==> src/rtl/tt_ldb_drain_pkg.sv <==
// Shared types and constants for the LDB drain engine.
// The beat tag struct is sized from the package depth constants. Depth
// overrides on the top must therefore be made here as well.
package tt_ldb_drain_pkg;

  localparam int LDB_DEPTH_DEF = 8;
  localparam int LQ_DEPTH_DEF  = 8;
  localparam int LDB_IW        = $clog2(LDB_DEPTH_DEF);
  localparam int LQ_IW         = $clog2(LQ_DEPTH_DEF);

  typedef enum logic [1:0] {
    IDLE  = 2'd0,
    READ  = 2'd1,
    FLUSH = 2'd2,
    DONE  = 2'd3
  } drain_state_e;

  // Tag that travels with every beat from read issue to writeback.
  typedef struct packed {
    logic [LDB_IW-1:0] ldb_idx;
    logic [LQ_IW-1:0]  lqid;
    logic              last;
  } beat_tag_t;

  // Saturating 32-bit increment for the performance counters.
  function automatic logic [31:0] sat_inc32(input logic [31:0] v);
    return (v == 32'hFFFF_FFFF) ? v : v + 32'd1;
  endfunction

endpackage

==> src/rtl/tt_ldb_drain_ctrl_if.sv <==
// Writeback beat bus plus drain-complete sideband of the LDB drain engine.
//
// Handshake: a beat transfers in any cycle where o_wb_valid && i_wb_ready.
// Once o_wb_valid is high, it and the whole beat payload (data, ldb_idx,
// lqid, last) hold steady until that transfer. o_drain_complete_valid is high
// exactly in the transfer cycle and names the slot of the transferring beat.
interface tt_ldb_drain_ctrl_if
  import tt_ldb_drain_pkg::*;
#(
  parameter int DATA_W = 512,
  parameter int LDB_AW = LDB_IW,
  parameter int LQ_AW  = LQ_IW
);

  logic              o_wb_valid;
  logic              i_wb_ready;
  logic [DATA_W-1:0] o_wb_data;
  logic [LDB_AW-1:0] o_wb_ldb_idx;
  logic [LQ_AW-1:0]  o_wb_lqid;
  logic              o_wb_last;
  logic              o_drain_complete_valid;
  logic [LDB_AW-1:0] o_drain_complete_ldb_idx;

  // Drain engine side: produces beats and complete pulses.
  modport master (
    output o_wb_valid,
    input  i_wb_ready,
    output o_wb_data,
    output o_wb_ldb_idx,
    output o_wb_lqid,
    output o_wb_last,
    output o_drain_complete_valid,
    output o_drain_complete_ldb_idx
  );

  // Consumer side: accepts beats, observes complete pulses.
  modport slave (
    input  o_wb_valid,
    output i_wb_ready,
    input  o_wb_data,
    input  o_wb_ldb_idx,
    input  o_wb_lqid,
    input  o_wb_last,
    input  o_drain_complete_valid,
    input  o_drain_complete_ldb_idx
  );

endinterface

==> src/rtl/tt_ldb_drain_skid.sv <==
// Two-entry FIFO holding landed read data plus its beat tag until the
// writeback consumer takes it. Head is presented straight from storage so
// the payload cannot change while the head waits. Push and pop in the same
// cycle on a full buffer is allowed: the pushed entry lands in the slot the
// departing head frees.
module tt_ldb_drain_skid
  import tt_ldb_drain_pkg::*;
#(
  parameter int DATA_W = 512
) (
  input  logic              clk,
  input  logic              reset,
  input  logic              i_push,
  input  logic [DATA_W-1:0] i_data,
  input  beat_tag_t         i_tag,
  input  logic              i_pop,
  output logic              o_valid,
  output logic [DATA_W-1:0] o_data,
  output beat_tag_t         o_tag,
  output logic [1:0]        o_occ
);

  logic [DATA_W-1:0] data_q [2];
  beat_tag_t         tag_q  [2];
  logic              wr_ptr_q;
  logic              rd_ptr_q;
  logic [1:0]        occ_q;
  logic              do_push;
  logic              do_pop;

  assign do_pop  = i_pop && (occ_q != 2'd0);
  assign do_push = i_push && ((occ_q != 2'd2) || do_pop);

  // Storage, pointers and occupancy.
  always_ff @(posedge clk) begin
    if (reset) begin
      for (int i = 0; i < 2; i++) begin
        data_q[i] <= '0;
        tag_q[i]  <= '0;
      end
      wr_ptr_q <= 1'b0;
      rd_ptr_q <= 1'b0;
      occ_q    <= 2'd0;
    end else begin
      if (do_push) begin
        data_q[wr_ptr_q] <= i_data;
        tag_q[wr_ptr_q]  <= i_tag;
        wr_ptr_q         <= ~wr_ptr_q;
      end
      if (do_pop) begin
        rd_ptr_q <= ~rd_ptr_q;
      end
      occ_q <= occ_q + {1'b0, do_push} - {1'b0, do_pop};
    end
  end

  assign o_valid = (occ_q != 2'd0);
  assign o_data  = data_q[rd_ptr_q];
  assign o_tag   = tag_q[rd_ptr_q];
  assign o_occ   = occ_q;

endmodule

==> src/rtl/tt_ldb_drain_ctrl.sv <==
// LDB drain engine: accepts one drain request at a time, reads the LDB slots
// in order, forwards each slot as a writeback beat under backpressure and
// pulses drain-complete for every beat the consumer takes.
// Optional feature macro: TT_LDB_DRAIN_PERF_EN (drain and stall counters).
module tt_ldb_drain_ctrl
  import tt_ldb_drain_pkg::*;
#(
  parameter int DATA_W    = 512,
  parameter int LDB_DEPTH = LDB_DEPTH_DEF,
  parameter int LQ_DEPTH  = LQ_DEPTH_DEF
) (
  input  logic                         clk,
  input  logic                         reset,
  input  logic                         i_drain_req,
  input  logic [3:0]                   i_drain_count,
  input  logic [$clog2(LQ_DEPTH)-1:0]  i_drain_lqid_start,
  input  logic [$clog2(LDB_DEPTH)-1:0] i_drain_ldb_start,
  output logic                         o_draining,
  output logic                         o_ldb_rd_en,
  output logic [$clog2(LDB_DEPTH)-1:0] o_ldb_rd_idx,
  input  logic [DATA_W-1:0]            i_ldb_rd_data,
  tt_ldb_drain_ctrl_if.master          wb,
  output logic [31:0]                  o_perf_drains,
  output logic [31:0]                  o_perf_stall_cycles,
  output drain_state_e                 o_dbg_state
);

  localparam int LDB_AW = $clog2(LDB_DEPTH);
  localparam int LQ_AW  = $clog2(LQ_DEPTH);

  drain_state_e      state_q;
  logic              draining_q;
  logic [3:0]        remain_q;
  logic [LDB_AW-1:0] ldb_ptr_q;
  logic [LQ_AW-1:0]  lq_ptr_q;

  logic              rd_pending_q;
  beat_tag_t         rd_tag_q;

  logic              skid_valid;
  logic [DATA_W-1:0] skid_data;
  beat_tag_t         skid_tag;
  logic [1:0]        skid_occ;

  logic              accept;
  logic              pop;
  logic [1:0]        occ_after_pop;
  logic              issue;

  assign accept = (state_q == IDLE) && i_drain_req && !draining_q;
  assign pop    = skid_valid && wb.i_wb_ready;

  // A beat leaving this cycle frees its slot in time for a read issued now,
  // which is what lets the engine sustain one beat per cycle.
  assign occ_after_pop = skid_occ - {1'b0, pop};
  assign issue = (state_q == READ) &&
                 (({1'b0, occ_after_pop} + {2'b00, rd_pending_q}) < 3'd2);

  // Drain sequencing: request latch, read walk, flush wait, done gap.
  always_ff @(posedge clk) begin
    if (reset) begin
      state_q    <= IDLE;
      draining_q <= 1'b0;
      remain_q   <= 4'd0;
      ldb_ptr_q  <= '0;
      lq_ptr_q   <= '0;
    end else begin
      case (state_q)
        IDLE: begin
          if (accept) begin
            remain_q   <= i_drain_count;
            ldb_ptr_q  <= i_drain_ldb_start;
            lq_ptr_q   <= i_drain_lqid_start;
            draining_q <= 1'b1;
            state_q    <= (i_drain_count == 4'd0) ? DONE : READ;
          end
        end
        READ: begin
          if (issue) begin
            ldb_ptr_q <= ldb_ptr_q + LDB_AW'(1);
            lq_ptr_q  <= lq_ptr_q + LQ_AW'(1);
            remain_q  <= remain_q - 4'd1;
            if (remain_q == 4'd1) begin
              state_q <= FLUSH;
            end
          end
        end
        FLUSH: begin
          if (!rd_pending_q && (skid_occ == 2'd0)) begin
            state_q <= DONE;
          end
        end
        DONE: begin
          draining_q <= 1'b0;
          state_q    <= IDLE;
        end
        default: begin
          draining_q <= 1'b0;
          state_q    <= IDLE;
        end
      endcase
    end
  end

  // Remember which slot each read belongs to until its data lands.
  always_ff @(posedge clk) begin
    if (reset) begin
      rd_pending_q <= 1'b0;
      rd_tag_q     <= '0;
    end else begin
      rd_pending_q <= issue;
      if (issue) begin
        rd_tag_q <= '{ldb_idx: ldb_ptr_q,
                      lqid:    lq_ptr_q,
                      last:    (remain_q == 4'd1)};
      end
    end
  end

  tt_ldb_drain_skid #(
    .DATA_W (DATA_W)
  ) u_skid (
    .clk     (clk),
    .reset   (reset),
    .i_push  (rd_pending_q),
    .i_data  (i_ldb_rd_data),
    .i_tag   (rd_tag_q),
    .i_pop   (pop),
    .o_valid (skid_valid),
    .o_data  (skid_data),
    .o_tag   (skid_tag),
    .o_occ   (skid_occ)
  );

  assign o_draining   = draining_q;
  assign o_ldb_rd_en  = issue;
  assign o_ldb_rd_idx = ldb_ptr_q;
  assign o_dbg_state  = state_q;

  assign wb.o_wb_valid               = skid_valid;
  assign wb.o_wb_data                = skid_data;
  assign wb.o_wb_ldb_idx             = skid_tag.ldb_idx;
  assign wb.o_wb_lqid                = skid_tag.lqid;
  assign wb.o_wb_last                = skid_tag.last;
  assign wb.o_drain_complete_valid   = pop;
  assign wb.o_drain_complete_ldb_idx = skid_tag.ldb_idx;

`ifdef TT_LDB_DRAIN_PERF_EN
  logic [31:0] perf_drains_q;
  logic [31:0] perf_stall_q;

  // Saturating counts of accepted drains and backpressured beat cycles.
  always_ff @(posedge clk) begin
    if (reset) begin
      perf_drains_q <= 32'd0;
      perf_stall_q  <= 32'd0;
    end else begin
      if (accept) begin
        perf_drains_q <= sat_inc32(perf_drains_q);
      end
      if (skid_valid && !wb.i_wb_ready) begin
        perf_stall_q <= sat_inc32(perf_stall_q);
      end
    end
  end

  assign o_perf_drains       = perf_drains_q;
  assign o_perf_stall_cycles = perf_stall_q;
`else
  assign o_perf_drains       = 32'd0;
  assign o_perf_stall_cycles = 32'd0;
`endif

endmodule

==> src/flat_wrapper.sv <==
// flat-port wrapper written by rule: the top's interface ports become plain ports
module tt_ldb_drain_ctrl_flat import tt_ldb_drain_pkg::*;
#(
  parameter int DATA_W    = 512,
  parameter int LDB_DEPTH = LDB_DEPTH_DEF,
  parameter int LQ_DEPTH  = LQ_DEPTH_DEF
)
  (clk, reset, i_drain_req, i_drain_count, i_drain_lqid_start, i_drain_ldb_start, o_draining, o_ldb_rd_en, o_ldb_rd_idx, i_ldb_rd_data, o_perf_drains, o_perf_stall_cycles, o_dbg_state, wb_o_wb_valid, wb_i_wb_ready, wb_o_wb_data, wb_o_wb_ldb_idx, wb_o_wb_lqid, wb_o_wb_last, wb_o_drain_complete_valid, wb_o_drain_complete_ldb_idx);
  tt_ldb_drain_ctrl_if #(.DATA_W(DATA_W), .LDB_AW(3), .LQ_AW(3)) wb_i ();
  input  logic clk;
  input  logic reset;
  input  logic i_drain_req;
  input  logic [3:0] i_drain_count;
  input  logic [$clog2(LQ_DEPTH)-1:0] i_drain_lqid_start;
  input  logic [$clog2(LDB_DEPTH)-1:0] i_drain_ldb_start;
  output logic o_draining;
  output logic o_ldb_rd_en;
  output logic [$clog2(LDB_DEPTH)-1:0] o_ldb_rd_idx;
  input  logic [DATA_W-1:0] i_ldb_rd_data;
  output logic [31:0] o_perf_drains;
  output logic [31:0] o_perf_stall_cycles;
  output drain_state_e o_dbg_state;
  output wire logic [$bits(wb_i.o_wb_valid)-1:0] wb_o_wb_valid;
  input wire logic [$bits(wb_i.i_wb_ready)-1:0] wb_i_wb_ready;
  output wire logic [$bits(wb_i.o_wb_data)-1:0] wb_o_wb_data;
  output wire logic [$bits(wb_i.o_wb_ldb_idx)-1:0] wb_o_wb_ldb_idx;
  output wire logic [$bits(wb_i.o_wb_lqid)-1:0] wb_o_wb_lqid;
  output wire logic [$bits(wb_i.o_wb_last)-1:0] wb_o_wb_last;
  output wire logic [$bits(wb_i.o_drain_complete_valid)-1:0] wb_o_drain_complete_valid;
  output wire logic [$bits(wb_i.o_drain_complete_ldb_idx)-1:0] wb_o_drain_complete_ldb_idx;
  assign wb_o_wb_valid = wb_i.o_wb_valid;
  assign wb_i.i_wb_ready = wb_i_wb_ready;
  assign wb_o_wb_data = wb_i.o_wb_data;
  assign wb_o_wb_ldb_idx = wb_i.o_wb_ldb_idx;
  assign wb_o_wb_lqid = wb_i.o_wb_lqid;
  assign wb_o_wb_last = wb_i.o_wb_last;
  assign wb_o_drain_complete_valid = wb_i.o_drain_complete_valid;
  assign wb_o_drain_complete_ldb_idx = wb_i.o_drain_complete_ldb_idx;
  tt_ldb_drain_ctrl #(.DATA_W(DATA_W), .LDB_DEPTH(LDB_DEPTH), .LQ_DEPTH(LQ_DEPTH)) u_core (.clk(clk), .reset(reset), .i_drain_req(i_drain_req), .i_drain_count(i_drain_count), .i_drain_lqid_start(i_drain_lqid_start), .i_drain_ldb_start(i_drain_ldb_start), .o_draining(o_draining), .o_ldb_rd_en(o_ldb_rd_en), .o_ldb_rd_idx(o_ldb_rd_idx), .i_ldb_rd_data(i_ldb_rd_data), .wb(wb_i), .o_perf_drains(o_perf_drains), .o_perf_stall_cycles(o_perf_stall_cycles), .o_dbg_state(o_dbg_state));
endmodule
==> config.mk <==
export PLATFORM = sky130hd
export DESIGN_NAME = tt_ldb_drain_ctrl_flat
export DESIGN_NICKNAME = d
export VERILOG_FILES = /design/src/rtl/tt_ldb_drain_pkg.sv /design/src/rtl/tt_ldb_drain_ctrl_if.sv /design/src/rtl/tt_ldb_drain_skid.sv /design/src/rtl/tt_ldb_drain_ctrl.sv /design/src/flat_wrapper.sv
export SDC_FILE = /design/constraint.sdc
export NUM_CORES = 1
export LEC_CHECK = 0
export CAP_MARGIN = 20
export CORE_AREA = 2 2 434 436
export CTS_CLUSTER_SIZE = 40
export DETAILED_ROUTE_END_ITERATION = 7
export DIE_AREA = 0 0 436 438
export PLACE_DENSITY = 0.55
export SYNTH_ARGS = -nofsm -noshare
export SYNTH_HDL_FRONTEND = slang
export SYNTH_SLANG_ARGS = --single-unit
==> constraint.sdc <==
create_clock -name clk -period 63.6 [get_ports clk]
set_clock_uncertainty 0.1 [all_clocks]
set_input_delay 12.72 -clock clk [delete_from_list [all_inputs] [get_ports clk]]
set_output_delay 12.72 -clock clk [all_outputs]
set_load 0.05 [all_outputs]
; Yosys cells after proc, flatten, opt, wreduce, memory -nomap -nowiden
; Memory sizes are Yosys's and may differ from the RTL's. A register that Yosys moved wholly into a read port is not among the register bits.
; Cells that the tools add are included.
[word_totals]
n_memories = 2
reg_bits = 25
ram_bits = 1038
word_cells = 86
output_inout_bits = 595
inputBits = 526
[memory_table]
columns = name, depth, width, rd, rd_ports_with_merged_regs, write_ports, line_no
row1 = u_core.u_skid.data_q, 2, 512, 1, 1, 2, tt_ldb_drain_skid.sv:23  ; logic [DATA_W-1:0] data_q [2];
row2 = u_core.u_skid.tag_q, 2, 7, 1, 1, 2, tt_ldb_drain_skid.sv:24  ; beat_tag_t tag_q [2];
[classes]
bitwise = 2
n_reduce_logical = 21
n_eq_ne = 9
n_lt_le_gt_ge = 1
n_addsub = 7
n_mux = 32
[op_table]
columns = op, n
row1 = 512-bit 2-to-1 mux, 1
row2 = 512-bit OR reduction, 1
row3 = 1-bit 2-to-1 mux, 14
row4 = 3-bit 2-to-1 mux, 4
row5 = 3-bit case mux with 2 select lines, 2
row6 = 2-bit 2-to-1 mux, 5
row7 = 4-bit 2-to-1 mux, 2
row8 = 2-bit case mux with 4 select lines, 1
row9 = 4-bit case mux with 2 select lines, 1
row10 = 1-bit logical AND, 7
row11 = 7-bit 2-to-1 mux, 1
row12 = 7-bit OR reduction, 1
row13 = "3-bit by 1-bit adder with 3-bit output, second input constant", 2
row14 = "2-bit != test, second input constant", 3
row15 = 2-bit nonzero test, 3
row16 = "2-bit == test, second input constant", 2
row17 = "4-bit by 1-bit == test with 1-bit output, second input constant", 1
row18 = 2-bit logical NOT, 2
row19 = 4-bit logical NOT, 1
row20 = "2-bit by 1-bit != test with 1-bit output, second input constant", 2
row21 = 4-bit AND reduction, 1
row22 = 2-bit by 1-bit subtractor with 2-bit output, 2
row23 = "4-bit by 1-bit subtractor with 4-bit output, second input constant", 1
row24 = 2-bit by 1-bit adder with 3-bit output, 1
row25 = other kinds (9), 11

; Longest topological paths before layout
[depth]
word_depth = 10
ltp_mapped = 8
depth_no_buf = 8

; Modules after synthesis
; From an unflattened synthesis, not the netlist that was laid out.
[hier_totals]
cells_unflattened = 2997
hier_area_um2 = 46420.8
[by_module_without_submodules]
columns = mod, area_each_um2, seq_area_each_um2, cells_per_inst, n_inst
row1 = tt_ldb_drain_skid, 44685.4, 31270.0, 2795, 1
row2 = tt_ldb_drain_ctrl, 1735.4, 420.4, 202, 1

; Worst setup path after synthesis
; No wires, ideal clock.
[synth_path]
path_type = in2reg
from = input port wb_i_wb_ready
to = memory u_core.u_skid.data_q[0][0] (enable)
n_path_buf = 0
slack_ns = 12.482
setup_ns = 2.121
required_time_ns = 61.379
path_stages = 2
t_arrival_ns = 48.897
cell_sequence = o31ai_4 -> o21ai_0
[synth_lines]
columns = item, line_no
row1 = from (decl), flat_wrapper.sv:24  ; input wire logic [$bits(wb_i.i_wb_ready)-1:0] wb_i_wb_ready;
row2 = to (decl), tt_ldb_drain_skid.sv:23

; Final worst setup path
[layout_path]
from = input port wb_i_wb_ready
to = output port o_ldb_rd_en
[layout_via]
elab_chain_cells = 5
[layout_lines]
columns = item, line_no
row1 = 1-bit logical AND, tt_ldb_drain_ctrl.sv:51  ; assign pop = skid_valid && wb.i_wb_ready;
row2 = 2-bit by 1-bit subtractor with 2-bit output, tt_ldb_drain_ctrl.sv:55  ; assign occ_after_pop = skid_occ - {1'b0, pop};
row3 = 2-bit by 1-bit adder with 3-bit output, tt_ldb_drain_ctrl.sv:57  ; (({1'b0, occ_after_pop} + {2'b00, rd_pending_q}) < 3'd2);
row4 = 3-bit by 2-bit less-than comparator with 1-bit output, tt_ldb_drain_ctrl.sv:57
row5 = 1-bit logical AND, tt_ldb_drain_ctrl.sv:56  ; assign issue = (state_q == READ) &&
row6 = to (decl), flat_wrapper.sv:17  ; output logic o_ldb_rd_en;
; Every way passes these cells.

==> reports/results.env <==
STATUS='finished, final reports clean'
YS.FLOP_TYPE='sky130_fd_sc_hd__edfxtp_1'
FF2FF_SETUP_SLACK_NS=59.07
FINAL_AREA_UM2=62900
ROUTE.DETAILED.VIAS_PER_INST=4.10
END_KIND='output pin'
LAYOUT.NETS=4560
CRIT_PATH_LEADING_DELAY_FAMILY='buffers and inverters'
SYNTH_SEQ_CELLS=1064
CRIT_PATH_FREQUENT_CELL='sky130_fd_sc_hd__clkdlybuf4s50_1'
CTS_SETUP_BUFFERS=0
PATH_CELLS='clkdlybuf4s50_1 -> and2_1 -> ha_1 -> xnor2_1 -> nand3_1 -> inv_1 -> clkdlybuf4s50_1'
GRT_FIRST_PASS_WIRELENGTH_UM=196000
DETAIL_ROUTE.WL_PER_CELL_UM=20.8
CLKSLEWWORSTSETUPHOLDPATHS_NS=0.06
CTS_BUFFERS=120
CELL_AREA_AFTER_PLACEMENT_UM2=59200
TIMING.SETUP.TNS_NS=0
DIE_Y_UM=438
TIMING.SLEW.HEADROOM=0.237
HOLD_PATH.STARTPOINT='u_core.lq_ptr_q[2]'
SYN_INST=2993
TIMING.HOLD.WORST.CLASS='flip-flop to flip-flop'
MAX_CLOCK_FREQ_GHz=0.0354
SYNTH.AVG_CELL_AREA_UM2=15.4
GP_CONGESTION=0.809
TIMING_MAX_TRANSITION_VIOLATIONS_FINAL=0
PIN_COUNT=1121
GLOBAL_ROUTE.USAGE.MET1=0.155
PERIOD_MINUS_SLACK_NS=28.22
FINALWIRELENGTH_UM=138000
TIMING.RR.START='u_core.u_skid.o_occ[0]'
FINALHOLDVIOLATIONS=0
SETUP_CRIT_START_KIND='primary input'
GRT_ANTENNA_BEFORE_REPAIR=21
FINAL_LAYOUT_SIZE_SUFFIX_GT1_FRAC=0.173
AREA_DELTA_SYNTH_FINAL_PCT=36.2
ROUTED-VIA-COUNT=27200
MAX_CAP_VIOL_COUNT=0
SYNTH_SEQUENTIAL_AREA_RATIO=0.686
PLACE.PORT_BUFFERS=1056
R2R.WORST_PATH.CELLS=5
GRTUSAGEMET2=0.250
FLOORPLAN.CORE_AREA_UM2=187000
CLOCK_TREE_FROM_TRITONCTS='built'
LIBRARY_CELL_USED_AS_CLOCK_ROOT_BUFFER='sky130_fd_sc_hd__clkbuf_16'
CTS_MAX_PATH_BUFFERS=3
STANDBY_LEAKAGE_POWER_nW=22.9
FIRST_GLOBAL_VIAS=27700
FINAL_MIN_PERIOD_OVER_CLOCK_PERIOD=0.444
CLOCK-SINKS=1064
FILLCELLCOUNT=18300
HTREE_NUM_LEVELS=3
WHS_PATH_CELLS=2
DR.PASS1.ITERS=4
SYNTH.YOSYS.WARNINGS=0
WORST_PATH_MAX_DELAY_CELL='sky130_fd_sc_hd__clkdlybuf4s50_1'
FP.DIEAREA_UM2=191000
P_PER_AREA_nW_PER_UM2=38.7
LAYOUT_COMMONEST_CELL='sky130_fd_sc_hd__clkdlybuf4s50_1'
FRACTION_OF_SYNTHESIS_FLOPS_USING_AN_ASYNCHRONOUS_SET_OR_RESET_PIN=0
CTS.HOLD.BUFFERS_ADDED=0
SYNTH.LIB_CELLS_USED.DISTINCT=43
DRT.ANTENNA.VIOLATING_NETS=0
DIE_SPAN_X_UM=436
GLOBALROUTEMET3UTIL=0.0419
CRITPATHBUFINV=3
HOLD_SLACK_NS=0.384
GR-TOTAL-OVERFLOW=0
POSTLAYOUTCOREUTIL=0.337
IR_DROP_mV=0.0271
MOST_FREQUENT_CELLS_IN_THE_LAYOUT='sky130_fd_sc_hd__clkdlybuf4s50_1 (1056), sky130_fd_sc_hd__and2_1 (1041), sky130_fd_sc_hd__edfxtp_1 (1038), sky130_fd_sc_hd__mux2_2 (520), sky130_fd_sc_hd__clkbuf_16 (121)'
RSZ0062_AT_GRT='false'
CLK_LATENCY_WORST_SKEW_PAIR_NS=0.74
R2R-END='u_core.u_skid.data_q[0][110]'
PLACE_HPWL_UM=91800
SYNTH_EDF_COUNT=1038
REQUIRED_NS=50.78
FINAL_CELLS=6620
CTS_REPAIR_RESIZE_COUNT=0
SYN-CELL-AREA_UM2=46200
TOP_USAGE_LAYER='met2'
INITIAL_DETAILED_ROUTING_VIOLATION_COUNT=1316
CRITICALPATHCATEGORY='primary input to output pin'
WORSTHOLDENDPOINT='u_core.lq_ptr_q[2]'
DRC_ERRORS=0
GLOBALROUTETOTALUTIL=0.138
DP.CELLS=6395
CRIT_PATH_MAX_FANOUT=9
ROWS=159
INITIAL_CORE_UTIL=0.247
WORSTPATHARRIVAL_NS=15.40
WORST_SLEW_PIN_SLEW_NS=1.14
SETUP_VIOL=0
CRITPATHMAXSTAGEDELAY_NS=0.82
GRT_MAX_DEGREE=202
where the power goes:
part / total [mW] / internal, mW / switching, mW
Combinational: 0.894 / 0.308 / 0.586
Clock: 0.658 / 0.372 / 0.286
Sequential: 0.883 / 0.860 / 0.0229
through the flow:
stage / power, mW / setup slack [ns]
final: 2.44 / 35.38
after global routing: 2.53 / 35.29
after CTS: 2.47 / 35.32
after detailed placement: 1.80 / 35.32
after global placement: 1.80 / 35.22
after floorplan: 1.57 / 12.48
worst max path at each step:
stage / cells past startpoint / from / slack [ns] / to
4_1_cts: 7 / wb_i_wb_ready / 35.32 / o_ldb_rd_en
6_report: 7 / wb_i_wb_ready / 35.38 / o_ldb_rd_en
2_1_floorplan: 2 / wb_i_wb_ready / 12.48 / u_core.u_skid.data_q[0][0]
3_3_place_gp: 7 / wb_i_wb_ready / 35.22 / o_ldb_rd_en
5_1_grt: 7 / wb_i_wb_ready / 35.29 / o_ldb_rd_en
3_5_place_dp: 7 / wb_i_wb_ready / 35.32 / o_ldb_rd_en
synthesized netlist by cell type (4+ instances only):
cell type	instances	area, um2
sky130_fd_sc_hd__dfxtp_1	26	521
sky130_fd_sc_hd__nand2_1	8	30.0
sky130_fd_sc_hd__mux2i_1	9	90.1
sky130_fd_sc_hd__ha_1	12	150
sky130_fd_sc_hd__mux2_2	520	5860
sky130_fd_sc_hd__clkbuf_1	115	432
sky130_fd_sc_hd__buf_4	67	503
sky130_fd_sc_hd__a21oi_1	7	35.0
sky130_fd_sc_hd__edfxtp_1	1038	31200
sky130_fd_sc_hd__and2_1	1041	6510
sky130_fd_sc_hd__inv_1	12	45.0
sky130_fd_sc_hd__nor2_1	19	71.3
sky130_fd_sc_hd__o21ai_0	5	25.0
sky130_fd_sc_hd__a211oi_1	4	30.0
sky130_fd_sc_hd__xnor2_1	4	35.0
sky130_fd_sc_hd__buf_2	62	310
registers in the layout, summed over array words and instances, names as in the netlist, named ones only:
register	count
u_core.u_skid.wr_ptr_q	1
u_core.u_skid.tag_q	14
u_core.o_draining	1
u_core.remain_q	4
u_core.u_skid.data_q	1024
u_core.rd_tag_q	7
u_core.u_skid.rd_ptr_q	1
u_core.lq_ptr_q	3
u_core.o_dbg_state	2
u_core.u_skid.o_occ	2
u_core.o_ldb_rd_idx	3
u_core.rd_pending_q	1
final cells by class:
type                            instances  area [um2]  area share
Antenna cell                            9        22.5    0.000358
Multi-Input combinational cell       1734       13400       0.214
Sequential cell                      1064       31700       0.504
Timing Repair Buffer                 1089       10900       0.173
Clock buffer                          158        3170      0.0504
Tap cell                             2495        3120      0.0496
Inverter                               13        48.8    0.000776
Clock inverter                         58         498     0.00792
kinds of logic (layout without fill, tap and decap cells):
| kind of cell | count (synthesis) | in the layout | share of synthesized area |
|---|---|---|---|
| other cells | 1 | 73 | 0.0000812 |
| fa+ha+maj | 12 | 12 | 0.00325 |
| simple gates | 1086 | 1086 | 0.146 |
| compound gates | 37 | 37 | 0.00648 |
| buf+inv | 258 | 1318 | 0.0281 |
| xor+xnor | 6 | 6 | 0.00114 |
| flops | 1064 | 1064 | 0.686 |
| mux | 529 | 529 | 0.129 |
tightest hold or removal path: stages, from the launching register on:
cell,delay (ns)
sky130_fd_sc_hd__dfxtp_1,0.32
sky130_fd_sc_hd__nand2_1,0.06
sky130_fd_sc_hd__o32ai_1,0.06
per-layer routing:
| metal | vias to the layer above | share of wire |
|---|---|---|
| li1 | 12600 | - |
| met4 | 12 | 0.022 |
| met5 | - | 0.00062 |
| met2 | 757 | 0.53 |
| met1 | 13600 | 0.38 |
| met3 | 168 | 0.067 |
No activity file was read; power rests on OpenSTA's default activity.
